===== src/rtl/dhtk_pkg.sv =====
// dhtk_pkg: shared definitions for the century-clock timestamp transmitter.
//   - calendar field widths as produced by main_control
//   - default packet sync byte
//   - packet length in bytes (grows by one when DHTK_TX_CHECKSUM_EN is defined)
//   - packet-level transmit state enum
package dhtk_pkg;

   localparam int SEC_W   = 6;
   localparam int MIN_W   = 6;
   localparam int HOUR_W  = 5;
   localparam int DAY_W   = 5;
   localparam int MONTH_W = 4;
   localparam int YEAR_W  = 12;

   localparam logic [7:0] SYNC_DEFAULT = 8'hA5;

`ifdef DHTK_TX_CHECKSUM_EN
   localparam int NUM_BYTES = 8;
`else
   localparam int NUM_BYTES = 7;
`endif

   typedef enum logic [2:0] {
      IDLE  = 3'd0,
      START = 3'd1,
      DATA  = 3'd2,
      STOP  = 3'd3,
      DONE  = 3'd4
   } tx_state_t;

endpackage


===== src/rtl/dhtk_uart_byte_tx.sv =====
// dhtk_uart_byte_tx: 8N1 serializer for one byte.
//   clk, rst_p  : clock, synchronous active-high reset
//   load        : start a new frame with byte_in (start bit appears after this edge);
//                 may coincide with byte_done to chain frames with no gap
//   byte_in     : byte to send, LSB first
//   txd         : serial line, idle high
//   start_end   : last cycle of the start bit
//   data_end    : last cycle of data bit 7
//   byte_done   : last cycle of the stop bit
module dhtk_uart_byte_tx #(
   parameter int CLKS_PER_BIT = 4
) (
   input  logic       clk,
   input  logic       rst_p,
   input  logic       load,
   input  logic [7:0] byte_in,
   output logic       txd,
   output logic       start_end,
   output logic       data_end,
   output logic       byte_done
);

   localparam int CW = (CLKS_PER_BIT > 1) ? $clog2(CLKS_PER_BIT) : 1;

   logic [CW-1:0] baud_cnt;
   logic [3:0]    bit_cnt;   // 0 = start, 1..8 = data, 9 = stop
   logic [7:0]    shreg;
   logic          active;
   logic          bit_end;

   assign bit_end   = active && (baud_cnt == CW'(CLKS_PER_BIT - 1));
   assign start_end = bit_end && (bit_cnt == 4'd0);
   assign data_end  = bit_end && (bit_cnt == 4'd8);
   assign byte_done = bit_end && (bit_cnt == 4'd9);

   always_ff @(posedge clk) begin
      if (rst_p) begin
         txd      <= 1'b1;
         active   <= 1'b0;
         baud_cnt <= '0;
         bit_cnt  <= '0;
         shreg    <= '0;
      end else if (load) begin
         txd      <= 1'b0;
         active   <= 1'b1;
         baud_cnt <= '0;
         bit_cnt  <= '0;
         shreg    <= byte_in;
      end else if (active) begin
         if (bit_end) begin
            baud_cnt <= '0;
            bit_cnt  <= bit_cnt + 4'd1;
            // the line always carries the bit that follows the one ending now
            if (bit_cnt < 4'd8) begin
               txd   <= shreg[0];
               shreg <= {1'b0, shreg[7:1]};
            end else begin
               txd <= 1'b1;
            end
            if (bit_cnt == 4'd9)
               active <= 1'b0;
         end else begin
            baud_cnt <= baud_cnt + CW'(1);
         end
      end
   end

endmodule


===== src/rtl/dhtk_time_tx.sv =====
// dhtk_time_tx: serial timestamp transmitter for the century clock.
// Snapshots sec/min/hour/day/month/year on a second change or send_req and
// sends SYNC, sec, min, hour, day, {month,year[11:8]}, year[7:0] as
// back-to-back 8N1 frames. With DHTK_TX_CHECKSUM_EN defined an eighth byte,
// the XOR of bytes 1..6, is appended.
//   clk, rst_p   : clock, synchronous active-high reset
//   sec..year    : live calendar fields from main_control
//   send_req     : single-cycle request for a packet
//   txd          : serial line, idle high
//   busy         : packet in progress (START/DATA/STOP)
//   frame_done   : one-cycle pulse after the last stop bit
module dhtk_time_tx
   import dhtk_pkg::*;
#(
   parameter int         CLKS_PER_BIT = 4,
   parameter logic [7:0] SYNC_BYTE    = SYNC_DEFAULT
) (
   input  logic               clk,
   input  logic               rst_p,
   input  logic [SEC_W-1:0]   sec,
   input  logic [MIN_W-1:0]   min,
   input  logic [HOUR_W-1:0]  hour,
   input  logic [DAY_W-1:0]   day,
   input  logic [MONTH_W-1:0] month,
   input  logic [YEAR_W-1:0]  year,
   input  logic               send_req,
   output logic               txd,
   output logic               busy,
   output logic               frame_done
);

   tx_state_t state_q, state_d;

   logic [SEC_W-1:0]   prev_sec;
   logic               pending;
   logic               trigger;
   logic [2:0]         byte_idx;
   logic [2:0]         byte_sel;
   logic [7:0]         byte_mux;
   logic               load;
   logic               start_end, data_end, byte_done;

   logic [SEC_W-1:0]   snap_sec;
   logic [MIN_W-1:0]   snap_min;
   logic [HOUR_W-1:0]  snap_hour;
   logic [DAY_W-1:0]   snap_day;
   logic [MONTH_W-1:0] snap_month;
   logic [YEAR_W-1:0]  snap_year;

   assign trigger = (sec != prev_sec) | send_req;

   always_ff @(posedge clk) begin
      if (rst_p) state_q <= IDLE;
      else       state_q <= state_d;
   end

   always_comb begin
      state_d    = state_q;
      load       = 1'b0;
      byte_sel   = byte_idx + 3'd1;
      busy       = 1'b1;
      frame_done = 1'b0;
      case (state_q)
         IDLE: begin
            busy     = 1'b0;
            byte_sel = 3'd0;
            if (trigger || pending) begin
               load    = 1'b1;
               state_d = START;
            end
         end
         START: if (start_end) state_d = DATA;
         DATA:  if (data_end)  state_d = STOP;
         STOP: begin
            if (byte_done) begin
               if (byte_idx == 3'(NUM_BYTES - 1)) begin
                  state_d = DONE;
               end else begin
                  load    = 1'b1;
                  state_d = START;
               end
            end
         end
         DONE: begin
            busy       = 1'b0;
            frame_done = 1'b1;
            state_d    = IDLE;
         end
         default: state_d = IDLE;
      endcase
   end

`ifdef DHTK_TX_CHECKSUM_EN
   logic [7:0] csum;
   assign csum = {2'b0, snap_sec} ^ {2'b0, snap_min} ^ {3'b0, snap_hour} ^
                 {3'b0, snap_day} ^ {snap_month, snap_year[11:8]} ^ snap_year[7:0];
`endif

   // SYNC (index 0) is only loaded from IDLE, before the snapshot registers
   // update, so it must not depend on them.
   always_comb begin
      byte_mux = 8'h00;
      case (byte_sel)
         3'd0: byte_mux = SYNC_BYTE;
         3'd1: byte_mux = {2'b0, snap_sec};
         3'd2: byte_mux = {2'b0, snap_min};
         3'd3: byte_mux = {3'b0, snap_hour};
         3'd4: byte_mux = {3'b0, snap_day};
         3'd5: byte_mux = {snap_month, snap_year[11:8]};
         3'd6: byte_mux = snap_year[7:0];
`ifdef DHTK_TX_CHECKSUM_EN
         3'd7: byte_mux = csum;
`endif
         default: byte_mux = 8'h00;
      endcase
   end

   always_ff @(posedge clk) begin
      if (rst_p) begin
         prev_sec   <= '0;
         pending    <= 1'b0;
         byte_idx   <= '0;
         snap_sec   <= '0;
         snap_min   <= '0;
         snap_hour  <= '0;
         snap_day   <= '0;
         snap_month <= '0;
         snap_year  <= '0;
      end else begin
         prev_sec <= sec;
         // In IDLE a pending request is always consumed on this edge, together
         // with any coincident trigger; outside IDLE triggers coalesce.
         if (state_q == IDLE)
            pending <= 1'b0;
         else if (trigger)
            pending <= 1'b1;
         if (load)
            byte_idx <= byte_sel;
         if (state_q == IDLE && load) begin
            snap_sec   <= sec;
            snap_min   <= min;
            snap_hour  <= hour;
            snap_day   <= day;
            snap_month <= month;
            snap_year  <= year;
         end
      end
   end

   dhtk_uart_byte_tx #(.CLKS_PER_BIT(CLKS_PER_BIT)) u_byte_tx (
      .clk       (clk),
      .rst_p     (rst_p),
      .load      (load),
      .byte_in   (byte_mux),
      .txd       (txd),
      .start_end (start_end),
      .data_end  (data_end),
      .byte_done (byte_done)
   );

endmodule


===== config.mk =====
export PLATFORM = sky130hd
export DESIGN_NAME = dhtk_time_tx
export DESIGN_NICKNAME = d
export VERILOG_FILES = /design/src/rtl/dhtk_pkg.sv /design/src/rtl/dhtk_uart_byte_tx.sv /design/src/rtl/dhtk_time_tx.sv
export SDC_FILE = /design/constraint.sdc
export NUM_CORES = 1
export LEC_CHECK = 0
export ABC_AREA = 0
export ABC_CLOCK_PERIOD_IN_PS = 2580
export CELL_PAD_IN_SITES_DETAIL_PLACEMENT = 1
export CELL_PAD_IN_SITES_GLOBAL_PLACEMENT = 1
export CORE_UTILIZATION = 40
export DETAILED_ROUTE_END_ITERATION = 8
export PLACE_DENSITY = 0.84
export SYNTH_ARGS = -nofsm -noshare
export SYNTH_HDL_FRONTEND = slang
export SYNTH_SLANG_ARGS = --single-unit
export TNS_END_PERCENT = 10

===== constraint.sdc =====
create_clock -name clk -period 2.58 [get_ports clk]
set_input_delay 0.258 -clock clk [delete_from_list [all_inputs] [get_ports clk]]
set_output_delay 0.258 -clock clk [all_outputs]
set_load 0.1 [all_outputs]

==> flow_summary_export.csv <==
group,metric,value,unit
placement,globalplace.congestion,0.8360,
setup_path,startpoint,"byte_idx[0]",
cts,cts_buffers,9,
global_routing,grt_pass1_vias,2961,
cts,clkTransAtPathRegs,70,ps
sta,slew_viol_final,0,
cts,cts_hold_buf,0,
sta,max_freq,0.4455,GHz
global_routing,grt_pass1_wl,14.05,mm
floorplan,initial_utilization,0.4216,
finish,utilization,0.5171,
synth,synth-main-ff-cell,"dfxtp_1",
setup_path,critPathKind,"reg2reg",
finish,area.growth.synth_to_final,22.67,%
power,p_total,2.273,mW
sta,fin_crit_sh,0.8700,
setup_path,cp.depth,8,
setup_path,start_kind,"flop",
routing,drt_iter0_markers,150,
cts,post-cts-setup-buffers,0,
floorplan,row_count,31,
synth,synth-edff-count,0,
setup_path,ff2ff_path_depth,8,
placement,port_buffers,43,
setup_path,arrival,2450,ps
cts,clkLatencyLatePin,340,ps
sta,worst_slack,335.4,ps
floorplan,ios,44,
setup_path,critPathSlowestCell,"ha_1",
finish,drive_gt1_frac,0.08255,
global_routing,antenna_found_initial,0,
synth,yosysUniqueCellTypes,48,
power,power.density,596.5,mW/mm²
setup_path,slowest_delay,500,ps
setup_path,path_buf_inv,3,
hold_path,hp-class,"in2reg",
floorplan,die_area,0.008123,mm²
synth,synth_warnings,0,
setup_path,endpoint_kind,"flop",
setup_path,crit_chain,"inv_1 > ha_1 > buf_4 > inv_1 > nand3_1 > a21oi_1 > a2111oi_0 > a311oi_1",
synth,synth-async-reset-ratio,0,
setup_path,cp.required,2790,ps
setup_path,cp_top_family,"compound AO/OA/AOI/OAI gates",
setup_path,reg2reg_from,"byte_idx[0]",
setup_path,critical_path.most_common_cell,"inv_1",
synth,syn_area,0.003107,mm²
synth,avgSynthCellArea,8.090,µm²
setup_path,crit_end,"u_byte_tx.shreg[5]",
setup_path,critPathMaxFanout,12,
setup_path,rrSetupSlack,340,ps
routing,drtPass1Iterations,4,
job,cap_violations,0,
synth,syn_nets,431,
sta,setup_viol,0,
sta,slew-limit-headroom,0.6151,
sta,setup_tns,0,ps
sta,finalHoldViolCount,0,
sta,worst_pin_slew,577.3,ps
finish,nNetsFinal,467,
floorplan,chipWidth,90.13,µm
placement,pre_cts_ws,265.4,ps
routing,vias_per_cell,5.409,
setup_path,reg2reg_to,"u_byte_tx.shreg[5]",
routing,drc_errors,0,
sta,rsz0062_at_grt,"no",
cts,clock-sinks,67,
routing,drtAntennaViolNets,0,
cts,cts_tree,"yes",
global_routing,grt_usage,0.2171,
placement,hpwlAfterDp,6.008,mm
run_status,status,"finished, final reports clean",
cts,cts_resized,0,
power,p_leak,1.473,nW
synth,seq_area_frac_synth,0.4317,
cts,clockBufferDepth,2,
routing,wl_per_cell,15.87,µm
cts,cts_root_buffer,"clkbuf_8",
sta,fin_skew,7.710,ps
sta,period_needed,2245,ps
floorplan,core-area,0.007370,mm²
routing,vias,2829,
synth,ys_ff_latch,67,
synth,postSynthCellCount,384,
global_routing,grt_max_degree,57,
power,ir_drop,0.2475,mV
cts,h-tree-depth,3,
routing,drt_wl_total,8.301,mm
finish,diodes,0,
global_routing,gr-total-overflow,0,
floorplan,die_y,90.13,µm
==> logic make-up (layout without fill, tap and decap cells) <==
| logic type | count (synthesis) | in the layout | share of synthesized area |
|---|---|---|---|
| AOI/OAI and AO/OA | 95 | 95 | 0.1869 |
| buffers and inverters | 34 | 74 | 0.04390 |
| muxes | 12 | 12 | 0.04068 |
| xor gates and xnor gates | 12 | 12 | 0.03987 |
| DFF | 67 | 67 | 0.4317 |
| adders and majority gates | 6 | 6 | 0.02416 |
| and+or+nand+nor | 158 | 158 | 0.2328 |
==> layout by cell type (no fill, tap or decap), types with 4 or more instances in the layout <==
cell type	n
xor2_1	5
a211oi_1	4
a221oi_1	4
clkdlybuf4s50_1	39
clkbuf_8	9
nand3_1	7
nor3_1	17
xnor2_1	6
or3_1	5
nand4_1	4
mux2i_1	7
o21ai_0	6
ha_1	6
dfxtp_1	67
buf_4	11
o22ai_1	4
inv_1	7
nand2_1	92
nor2b_1	9
a21oi_1	57
nor2_1	9
==> synthesized netlist by cell type, types with 3 or more instances <==
cell,count,area share
a211oi_1,4,0.0097
a21oi_1,57,0.092
a221oi_1,4,0.011
and2_1,3,0.0060
buf_2,7,0.011
clkbuf_1,20,0.024
dfxtp_1,67,0.43
ha_1,6,0.024
inv_1,7,0.0085
mux2_2,3,0.011
mux2i_1,7,0.023
nand2_1,92,0.11
nand3_1,7,0.011
nand4_1,4,0.0081
nor2_1,10,0.012
nor2b_1,9,0.018
nor3_1,17,0.027
o211ai_1,3,0.0072
o21ai_0,6,0.0097
o22ai_1,4,0.0081
or3_1,5,0.010
xnor2_1,6,0.017
xor2_1,5,0.014
==> flip-flops by register name, summed over array words and instances, names as in the netlist <==
name and count:
u_byte_tx.active 1, u_byte_tx.shreg 8, snap_year 12, snap_sec 6
pending 1, u_byte_tx.bit_cnt 4, snap_min 6, snap_month 4
u_byte_tx.baud_cnt 2, state_q 3, byte_idx 3, prev_sec 6
u_byte_tx.txd 1, snap_day 5, snap_hour 5
==> report_power, final <==
part / switching (mW) / total [mW] / internal (mW)
combinational: 0.167 / 0.311 / 0.144
sequential: 0.0455 / 1.15 / 1.10
clock: 0.378 / 0.817 / 0.439
==> per-layer routing <==
metal | up-vias | GRT usage | routed length [µm]
met2 | 53 | 0.3899 | 4230
met3 | 19 | 0.04230 | 263
met5 | - | 0 | 0
met1 | 1355 | 0.2493 | 3596
li1 | 1402 | - | -
met4 | 0 | 0.09274 | 210
==> metrics by stage <==
| step | hold WS [ps] | cells | cell area [µm²] |
|---|---|---|---|
| floorplan | 347.7 | 384 | 3109 |
| detailed placement | 451.5 | 508 | 3636 |
| finish | 255.7 | 523 | 3811 |
| global route | 254.7 | 523 | 3811 |
| CTS | 237.5 | 523 | 3811 |
| global placement | 444.4 | 508 | 3636 |
==> layout make-up <==
| cell class | count | area, µm² |
|---|---|---|
| sequential | 67 | 1341 |
| clock inverter | 3 | 40.04 |
| fill | 904 | 3558 |
| inverter | 7 | 26.28 |
| tap | 99 | 123.9 |
| clock buffer | 12 | 135.1 |
| timing repair buffer | 52 | 498.0 |
| multi-input combinational | 283 | 1647 |
==> how the worst min path moves through the flow <==
stage / start / to / slack [ps] / depth (start not counted)
finish: rst_p / u_byte_tx.active / 260 / 2
global route: rst_p / u_byte_tx.active / 250 / 2
CTS: rst_p / u_byte_tx.active / 240 / 2
detailed placement: snap_year[6] / snap_year[6] / 450 / 2
global placement: snap_day[1] / snap_day[1] / 440 / 2
floorplan: rst_p / state_q[1] / 350 / 1
==> worst reg2reg max path, cell delays in order, from the launching register on <==
cell and delay (ps):
dfxtp_1 330, inv_1 130, ha_1 510, buf_4 260, inv_1 110, nand3_1 100, a21oi_1 70, a2111oi_0 490
a311oi_1 110
Note: power is estimated with default switching activity, not from simulation.
